**config.mk**
```make
export PLATFORM = sky130hd
export DESIGN_NAME = serial_bridge
export DESIGN_NICKNAME = d
export VERILOG_FILES = /design/src/rtl/serial_bridge.sv
export SDC_FILE = /design/constraint.sdc
export NUM_CORES = 1
export LEC_CHECK = 0
export CAP_MARGIN = 10
export CORE_MARGIN = 2
export CORE_UTILIZATION = 60
export CTS_BUF_LIST = sky130_fd_sc_hd__clkbuf_8
export DETAILED_ROUTE_END_ITERATION = 10
export GPL_TIMING_DRIVEN = 0
export MAX_ROUTING_LAYER = met4
export PLACE_DENSITY = 0.88
export REMOVE_ABC_BUFFERS = 1
export SYNTH_ARGS = -nofsm -noshare
export SYNTH_HDL_FRONTEND = slang
export SYNTH_SLANG_ARGS = --single-unit
```
**constraint.sdc**
```tcl
create_clock -name clock -period 4.6 [get_ports clock]
set_input_delay 1.38 -clock clock [delete_from_list [all_inputs] [get_ports clock]]
set_output_delay 1.38 -clock clock [all_outputs]
set_load 0.1 [all_outputs]
```
**src/rtl/serial_bridge.sv**
```systemverilog
// serial_bridge: far-end partner of the processor's serial IO port, bridging it to an 8N1 UART line.
// Latency: byte written at edge k drives the start bit after edge k+1; received byte visible 1 cycle after its stop sample.
// Backpressure: cpu_ready_out drops when the TX FIFO is full (further writes dropped); RX bytes dropped with sticky overrun when RX FIFO full.
//
// Ports:
//   clock, reset                  system clock, synchronous active-high reset
//   cpu_data_in/cpu_wren_in       byte from processor, pushed into TX FIFO
//   cpu_rden_in                   pop RX FIFO head
//   cpu_data_out/cpu_valid_out    RX FIFO head (show-ahead), 8'h00 when empty
//   cpu_ready_out                 TX FIFO not full
//   uart_rx_in/uart_tx_out        UART line, idle high
//   tx_busy_out                   frame in flight or TX bytes queued
//   rx_overrun_out/rx_frame_err_out  sticky receive error flags

// sb_fifo: generic show-ahead FIFO, power-of-two depth.
// Latency: push visible at head the cycle after the edge; pop advances head at the edge.
// Backpressure: push while full is dropped, pop while empty is ignored (full/empty from pre-edge state).
module sb_fifo #(
   parameter int WIDTH = 8,
   parameter int DEPTH = 8
) (
   input  logic             clock,
   input  logic             reset,
   input  logic             push_vld,
   input  logic [WIDTH-1:0] push_dat,
   input  logic             pop_rdy,
   output logic [WIDTH-1:0] head_dat,
   output logic             full,
   output logic             empty
);
   localparam int AW = $clog2(DEPTH);

   logic [WIDTH-1:0] mem_q [DEPTH];
   logic [WIDTH-1:0] mem_d [DEPTH];
   logic [AW-1:0]    wr_ptr_q, wr_ptr_d;
   logic [AW-1:0]    rd_ptr_q, rd_ptr_d;
   logic [AW:0]      count_q, count_d;
   logic             push_ok;
   logic             pop_ok;

   assign full     = (count_q == (AW+1)'(DEPTH));
   assign empty    = (count_q == '0);
   assign head_dat = mem_q[rd_ptr_q];
   assign push_ok  = push_vld && !full;
   assign pop_ok   = pop_rdy && !empty;

   always_comb begin
      mem_d    = mem_q;
      wr_ptr_d = wr_ptr_q;
      rd_ptr_d = rd_ptr_q;
      count_d  = count_q;
      if (push_ok) begin
         mem_d[wr_ptr_q] = push_dat;
         wr_ptr_d        = wr_ptr_q + AW'(1);
      end
      if (pop_ok) begin
         rd_ptr_d = rd_ptr_q + AW'(1);
      end
      case ({push_ok, pop_ok})
         2'b10:   count_d = count_q + (AW+1)'(1);
         2'b01:   count_d = count_q - (AW+1)'(1);
         default: count_d = count_q;
      endcase
   end

   // Storage needs no reset: head is never consumed while count is zero.
   always_ff @(posedge clock) begin
      mem_q <= mem_d;
   end

   always_ff @(posedge clock) begin
      if (reset) begin
         wr_ptr_q <= '0;
         rd_ptr_q <= '0;
         count_q  <= '0;
      end else begin
         wr_ptr_q <= wr_ptr_d;
         rd_ptr_q <= rd_ptr_d;
         count_q  <= count_d;
      end
   end
endmodule

// serial_bridge: CPU byte interface <-> 8N1 UART with TX and RX FIFOs.
// Latency: see file header; TX frames are back-to-back while the TX FIFO holds data.
// Backpressure: cpu_ready_out = TX FIFO not full; RX side has no backpressure toward the line.
module serial_bridge #(
   parameter int CLKS_PER_BIT = 434,
   parameter int FIFO_DEPTH   = 8
) (
   input  logic       clock,
   input  logic       reset,
   input  logic [7:0] cpu_data_in,
   input  logic       cpu_wren_in,
   input  logic       cpu_rden_in,
   output logic [7:0] cpu_data_out,
   output logic       cpu_valid_out,
   output logic       cpu_ready_out,
   input  logic       uart_rx_in,
   output logic       uart_tx_out,
   output logic       tx_busy_out,
   output logic       rx_overrun_out,
   output logic       rx_frame_err_out
);
   localparam int            CW        = $clog2(CLKS_PER_BIT);
   localparam logic [CW-1:0] BIT_LAST  = CW'(CLKS_PER_BIT - 1);
   localparam logic [CW-1:0] HALF_LAST = CW'(CLKS_PER_BIT / 2 - 1);

   typedef enum logic [1:0] {ST_IDLE, ST_START, ST_DATA, ST_STOP} state_t;

   // ---------------- TX side ----------------
   state_t        tx_state_q, tx_state_d;
   logic [CW-1:0] tx_cnt_q, tx_cnt_d;
   logic [2:0]    tx_bit_q, tx_bit_d;
   logic [7:0]    tx_shift_q, tx_shift_d;
   logic          tx_line_q, tx_line_d;
   logic          tx_pop;
   logic [7:0]    tx_head;
   logic          tx_full;
   logic          tx_empty;

   sb_fifo #(.WIDTH(8), .DEPTH(FIFO_DEPTH)) u_tx_fifo (
      .clock    (clock),
      .reset    (reset),
      .push_vld (cpu_wren_in),
      .push_dat (cpu_data_in),
      .pop_rdy  (tx_pop),
      .head_dat (tx_head),
      .full     (tx_full),
      .empty    (tx_empty)
   );

   always_comb begin
      tx_state_d = tx_state_q;
      tx_cnt_d   = tx_cnt_q + CW'(1);
      tx_bit_d   = tx_bit_q;
      tx_shift_d = tx_shift_q;
      tx_pop     = 1'b0;
      case (tx_state_q)
         ST_IDLE: begin
            tx_cnt_d = '0;
            if (!tx_empty) begin
               tx_pop     = 1'b1;
               tx_shift_d = tx_head;
               tx_state_d = ST_START;
            end
         end
         ST_START: begin
            if (tx_cnt_q == BIT_LAST) begin
               tx_cnt_d   = '0;
               tx_bit_d   = '0;
               tx_state_d = ST_DATA;
            end
         end
         ST_DATA: begin
            if (tx_cnt_q == BIT_LAST) begin
               tx_cnt_d = '0;
               if (tx_bit_q == 3'd7) begin
                  tx_state_d = ST_STOP;
               end else begin
                  tx_bit_d   = tx_bit_q + 3'd1;
                  tx_shift_d = {1'b0, tx_shift_q[7:1]};
               end
            end
         end
         ST_STOP: begin
            if (tx_cnt_q == BIT_LAST) begin
               tx_cnt_d = '0;
               // Chain straight into the next start bit when more bytes are queued.
               if (!tx_empty) begin
                  tx_pop     = 1'b1;
                  tx_shift_d = tx_head;
                  tx_state_d = ST_START;
               end else begin
                  tx_state_d = ST_IDLE;
               end
            end
         end
         default: tx_state_d = ST_IDLE;
      endcase
   end

   // Line level is decoded from the next state so the registered output changes on the same edge as the FSM.
   always_comb begin
      case (tx_state_d)
         ST_START: tx_line_d = 1'b0;
         ST_DATA:  tx_line_d = tx_shift_d[0];
         default:  tx_line_d = 1'b1;
      endcase
   end

   always_ff @(posedge clock) begin
      if (reset) begin
         tx_state_q <= ST_IDLE;
         tx_cnt_q   <= '0;
         tx_bit_q   <= '0;
         tx_shift_q <= '0;
         tx_line_q  <= 1'b1;
      end else begin
         tx_state_q <= tx_state_d;
         tx_cnt_q   <= tx_cnt_d;
         tx_bit_q   <= tx_bit_d;
         tx_shift_q <= tx_shift_d;
         tx_line_q  <= tx_line_d;
      end
   end

   // ---------------- RX side ----------------
   logic          rx_sync1_q, rx_sync1_d;
   logic          rx_sync2_q, rx_sync2_d;
   state_t        rx_state_q, rx_state_d;
   logic [CW-1:0] rx_cnt_q, rx_cnt_d;
   logic [2:0]    rx_bit_q, rx_bit_d;
   logic [7:0]    rx_shift_q, rx_shift_d;
   logic          overrun_q, overrun_d;
   logic          frame_err_q, frame_err_d;
   logic          rx_push;
   logic [7:0]    rx_head;
   logic          rx_full;
   logic          rx_empty;

   sb_fifo #(.WIDTH(8), .DEPTH(FIFO_DEPTH)) u_rx_fifo (
      .clock    (clock),
      .reset    (reset),
      .push_vld (rx_push),
      .push_dat (rx_shift_q),
      .pop_rdy  (cpu_rden_in),
      .head_dat (rx_head),
      .full     (rx_full),
      .empty    (rx_empty)
   );

   assign rx_sync1_d = uart_rx_in;
   assign rx_sync2_d = rx_sync1_q;

   always_comb begin
      rx_state_d  = rx_state_q;
      rx_cnt_d    = rx_cnt_q + CW'(1);
      rx_bit_d    = rx_bit_q;
      rx_shift_d  = rx_shift_q;
      overrun_d   = overrun_q;
      frame_err_d = frame_err_q;
      rx_push     = 1'b0;
      case (rx_state_q)
         ST_IDLE: begin
            rx_cnt_d = '0;
            if (!rx_sync2_q) begin
               rx_state_d = ST_START;
            end
         end
         ST_START: begin
            // Half-bit re-check rejects short low glitches and aligns later samples to mid-bit.
            if (rx_cnt_q == HALF_LAST) begin
               rx_cnt_d   = '0;
               rx_bit_d   = '0;
               rx_state_d = rx_sync2_q ? ST_IDLE : ST_DATA;
            end
         end
         ST_DATA: begin
            if (rx_cnt_q == BIT_LAST) begin
               rx_cnt_d   = '0;
               rx_shift_d = {rx_sync2_q, rx_shift_q[7:1]};
               if (rx_bit_q == 3'd7) begin
                  rx_state_d = ST_STOP;
               end else begin
                  rx_bit_d = rx_bit_q + 3'd1;
               end
            end
         end
         ST_STOP: begin
            if (rx_cnt_q == BIT_LAST) begin
               rx_cnt_d   = '0;
               rx_state_d = ST_IDLE;
               if (rx_sync2_q) begin
                  rx_push = 1'b1;
                  if (rx_full) begin
                     overrun_d = 1'b1;
                  end
               end else begin
                  frame_err_d = 1'b1;
               end
            end
         end
         default: rx_state_d = ST_IDLE;
      endcase
   end

   always_ff @(posedge clock) begin
      if (reset) begin
         rx_sync1_q  <= 1'b1;
         rx_sync2_q  <= 1'b1;
         rx_state_q  <= ST_IDLE;
         rx_cnt_q    <= '0;
         rx_bit_q    <= '0;
         rx_shift_q  <= '0;
         overrun_q   <= 1'b0;
         frame_err_q <= 1'b0;
      end else begin
         rx_sync1_q  <= rx_sync1_d;
         rx_sync2_q  <= rx_sync2_d;
         rx_state_q  <= rx_state_d;
         rx_cnt_q    <= rx_cnt_d;
         rx_bit_q    <= rx_bit_d;
         rx_shift_q  <= rx_shift_d;
         overrun_q   <= overrun_d;
         frame_err_q <= frame_err_d;
      end
   end

   // ---------------- outputs ----------------
   always_comb begin
      cpu_valid_out    = !rx_empty;
      cpu_data_out     = rx_empty ? 8'h00 : rx_head;
      cpu_ready_out    = !tx_full;
      uart_tx_out      = tx_line_q;
      tx_busy_out      = (tx_state_q != ST_IDLE) || !tx_empty;
      rx_overrun_out   = overrun_q;
      rx_frame_err_out = frame_err_q;
   end
endmodule

```
# Word level (Yosys, flattened, before mapping)

Cells that the tools add are included.

Word-level logic and storage cells: 172
Register bits: 197

Muxes and demuxes: 54
Equal/unequal tests: 29
Reductions and logical operators: 30
Bitwise gates (word level): 5
$lt $le $gt $ge: 6
Add/subtract/negate cells: 12

Operator list:

| kind                                                     | number |
|---|---|
| bitwise mux 64 bit                                       | 2 |
| 2-to-1 mux 8 bit                                         | 11 |
| binary-select mux 8 bit (select 3 bit)                   | 2 |
| demux 8 bit (select 3 bit)                               | 2 |
| 2-to-1 mux 9 bit                                         | 3 |
| case mux 9 bit (3 select lines)                          | 1 |
| case mux 8 bit (3 select lines)                          | 1 |
| 2-to-1 mux 2 bit                                         | 11 |
| != test 2 bit, second input constant                     | 10 |
| adder 3 x 1 -> 3 bit, second input constant              | 6 |
| adder 9 x 1 -> 9 bit, second input constant              | 2 |
| == test 9 bit, second input constant                     | 2 |
| 2-to-1 mux 3 bit                                         | 6 |
| case mux 9 bit (2 select lines)                          | 1 |
| greater-or-equal comparator 4 bit, second input constant | 4 |
| NOT 3 -> 4 bit                                           | 4 |
| case mux 2 bit (4 select lines)                          | 2 |
| case mux 4 bit (2 select lines)                          | 2 |
| AND reduction 4 bit                                      | 4 |
| == test 2 bit, second input constant                     | 7 |
| case mux 3 bit (2 select lines)                          | 2 |
| == test 2 x 1 -> 1 bit, second input constant            | 5 |
| nonzero test 2 bit                                       | 5 |
| == test 9 x 8 -> 1 bit, second input constant            | 1 |
| other kinds (19)                                         | 40 |

# Longest topological paths before layout

Word-level depth: 8
Gate-level depth with buffers: 12
Depth with buffers taken out: 12

# Cells and area by module

From an unflattened synthesis, not the netlist that was laid out.

Cell total of the unflattened synthesis: 608
Area total of the unflattened synthesis: 8658.3 um^2

Modules (own cells, without submodules):

| module        | seq. area each (um^2) | cells an instance | area an instance (um^2) | instances |
|---|---|---|---|---|
| sb_fifo       | 2122.0                | 163               | 3057.9                  | 2 |
| serial_bridge | 980.9                 | 282               | 2542.4                  | 1 |

# Least setup slack after synthesis

OpenSTA, ideal clock, no wires.

Path type: flip-flop to output port
Start point: register u_rx_fifo.rd_ptr_q[1]
End point: output port cpu_data_out[6]
Arrival: 2.515 ns
Path buffers: 2
Stages on the path, launching flop included: 6
Slack: 0.705 ns
Cells stage by stage: dfxtp_1 buf_1 clkbuf_1 mux4_2 mux2i_1 nor2_1

Word-level cells in the longest chain between the ends: 5

RTL lines:

| item                                                | line | source |
|---|---|---|
| from (decl)                                         | 36   | `logic [AW-1:0] rd_ptr_q, rd_ptr_d;` |
| from (signal assigned)                              | 78   | `rd_ptr_q <= rd_ptr_d;` |
| NOT 3 -> 4 bit (implied by the code)                | 43   | `assign head_dat = mem_q[rd_ptr_q];` |
| binary-select mux 8 bit (select 3 bit)              | 43   |  |
| 2-to-1 mux 8 bit (implied by the code) (2 in a row) | 43   |  |
| 2-to-1 mux 8 bit                                    | 313  | `cpu_data_out = rx_empty ? 8'h00 : rx_head;` |
| to (decl)                                           | 96   | `output logic [7:0] cpu_data_out,` |

No other way between the ends. The select of a mux whose other input is x is not followed.

# Worst setup path after layout

Start point: register u_rx_fifo.rd_ptr_q[1]
End point: output port cpu_data_out[1]

Same word-level chain as after synthesis.

==> results_dict.tcl <==
set metrics [dict create \
    cts_buffer_depth 2 \
    dp_hpwl_mm 9.65 \
    grt_pass1_wl_mm 23.2 \
    cp-start-kind "register" \
    r2r_end "u_tx_fifo.count_q[3]" \
    ant_nets 0 \
    start_util 0.606 \
    finalSetupViolCount 0 \
    antenna_cells 0 \
    min-delay-start "rx_sync1_q" \
    status "finished clean" \
    critPathMaxFanout 18 \
    drv_cap 0 \
    synth_warnings 0 \
    grt_usage 0.214 \
    critPathArrivalTime_ns 3.08 \
    power.share.clock 0.266 \
    fin_crit_sh 0.970 \
    worst_pin_slew_ns 1.03 \
    switchingPower_mw 1.13 \
    fin_area_sq_mm 0.00915 \
    p_per_area_mw_per_mm2 435 \
    r2r-start "tx_cnt_q[0]" \
    final_nets 653 \
    ios 27 \
    worstHoldEndpoint "rx_sync2_q" \
    ir_worst_vdd_mv 0.350 \
    tritoncts "built" \
    r2r_slack_ns 1.62 \
    cp_data_required_time_ns 3.22 \
    fin_crit_ns 4.46 \
    slew_headroom 0.309 \
    gp_congestion 0.864 \
    ys_ff_latch 197 \
    wl_per_cell_um 17.7 \
    syn_area_per_cell_sq_um 14.3 \
    synthArstFlopShare 0 \
    cp-end-kind "primary output" \
    area_delta_synth_final_pct 10.1 \
    layout.cells.most_common "edfxtp_1" \
    rsz0062_at_grt "no" \
    holdBufCountCts 0 \
    drt_iter0_markers 268 \
    cts_setup_buffers 0 \
    leakage_nw 3.12 \
    fillers 937 \
    p_seq_frac 0.513 \
    clock_sinks 197 \
    avgViaCountPerCell 5.78 \
    antenna_found_initial 0 \
    root_buffer "clkbuf_8" \
    drv_slew 0 \
    reg2reg_depth 11 \
    synth_cells 582 \
    grt_pass1_vias 4799 \
    clk_pin_slew_ns 0.09 \
    rows 43 \
    switching_share 0.283 \
    synth_edf_count 128 \
    critPathKind "reg2out" \
    post_dp_cell_area_sq_mm 0.00874 \
    fin_skew_ns 0.0102 \
    finalHoldViolations 0 \
    fin_tns_setup_ns 0 \
    layout-drive-gt1-share 0.159 \
    die_h_um 122 \
    grt_max_degree 49 \
    synth.yosys.seq_area_share 0.629 \
    dr.pass1.iters 4 \
    synth_area_sq_mm 0.00831 \
    core_area_sq_mm 0.0137 \
    numCtsBuffers 17 \
    pwr-share-comb 0.221 \
    htreeDepth 4 \
    grt_overflow 0 \
    insertion_delay_ns 0.46 \
    min_path_type "reg2reg" \
    die-area_sq_mm 0.0148 \
    drc 0 \
    p_int_mw 2.86 \
    layout_common_cells "edfxtp_1, nor2_1, dfxtp_1, mux4_2, ha_1" \
    hold_depth 1 \
    wirelength_mm 14.2 \
    fmax_mhz 224 \
    die_width_um 122 \
    numPortBuffers 26 \
    synth_cell_type_count 55 \
    synth_ff_type "edfxtp_1" \
    num_vias 4649 \
]
## worst max path at each step
| stage | slack, ns | cells past startpoint | end | startpoint |
|---|---|---|---|---|
| after CTS | 0.04 | 4 | cpu_data_out[2] | u_rx_fifo.rd_ptr_q[1] |
| after detailed placement | 0.12 | 4 | cpu_data_out[2] | u_rx_fifo.rd_ptr_q[0] |
| after floorplan | 0.61 | 3 | cpu_data_out[0] | u_rx_fifo.rd_ptr_q[0] |
| final | 0.14 | 4 | cpu_data_out[1] | u_rx_fifo.rd_ptr_q[1] |
| after global placement | 0.19 | 4 | cpu_data_out[2] | u_rx_fifo.rd_ptr_q[0] |
| after global routing | 0.006 | 4 | cpu_data_out[1] | u_rx_fifo.rd_ptr_q[1] |
## registers in the layout (all words and copies together), names as in the netlist, 4 cells and up, named ones only
signal	cells
rx_shift_q	8
tx_cnt_q	9
u_tx_fifo.mem_q	64
tx_shift_q	8
rx_cnt_q	9
u_tx_fifo.count_q	4
u_rx_fifo.count_q	4
u_rx_fifo.mem_q	64
## kinds of logic after synthesis
family	after synthesis	share of synthesized area
flops	197	0.629
simple gates	170	0.103
mux	61	0.123
compound gates	58	0.0510
buf+inv	43	0.0235
fa+ha+maj	28	0.0440
xor+xnor	25	0.0263
## Yosys cell counts, types with 13 or more instances
master      n  area share
dfxtp_1    69        0.17
mux4_2     32       0.087
nor2_1     80       0.036
edfxtp_1  128        0.46
inv_1      19      0.0086
clkbuf_1   13      0.0059
nand3_1    15      0.0090
a21oi_1    18       0.011
ha_1       26       0.039
xor2_1     13       0.014
mux2i_1    20       0.024
nand2_1    19      0.0086
## worst max-delay path, cell delays in order (launching register included)
cell and delay (ns):
dfxtp_1 0.93, mux4_2 0.36, mux2i_1 0.08, nor2_1 0.12, clkdlybuf4s50_1 1.14
## layout make-up
| class | instances | area [sq um] | share of cell area |
|---|---|---|---|
| sequential | 197 | 5230 | 0.571 |
| timing repair buffer | 35 | 348 | 0.0380 |
| multi-input combinational | 342 | 2900 | 0.317 |
| clock buffer | 17 | 234 | 0.0256 |
| inverter | 19 | 71.3 | 0.00779 |
| clock inverter | 14 | 144 | 0.0157 |
| tap | 180 | 225 | 0.0246 |
## power by group through the flow
| stage | sequential, mW | combinational [mW] | clock, mW |
|---|---|---|---|
| floorplan | 2.09 | 0.632 | 0 |
| global placement | 2.09 | 0.792 | 0 |
| detailed placement | 2.10 | 0.844 | 0 |
| CTS | 2.06 | 0.854 | 1.08 |
| global route | 2.06 | 0.956 | 1.15 |
| finish | 2.04 | 0.881 | 1.06 |
## per-stage QoR
| step | utilization | hold WS [ns] | total power, mW | setup WS, ns | instances |
|---|---|---|---|---|---|
| 2_1_floorplan | - | 0.389 | 2.73 | 0.614 | 558 |
| 3_3_place_gp | 0.632 | 0.395 | 2.88 | 0.190 | 764 |
| 3_5_place_dp | 0.637 | 0.399 | 2.94 | 0.120 | 772 |
| 4_1_cts | 0.665 | 0.426 | 4.00 | 0.0364 | 803 |
| 5_1_grt | 0.667 | 0.450 | 4.16 | 0.00644 | 804 |
| 6_report | 0.667 | 0.418 | 3.98 | 0.138 | 804 |
## layer usage
metal  vias up  GRT usage  part of all wire
met5         -          -                 0
met1      2328      0.263              0.43
met2        90      0.355              0.52
met3        18     0.0473             0.035
met4         0     0.0754             0.015
li1       2213          -                 -
## repair_timing
| action | CTS | global route |
|---|---|---|
| pin swaps | 0 | 0 |
| endpoints found under the setup margin | 8 | 2 |
| resized for setup | 1 | 2 |
Power figures use the tool's default switching activity.
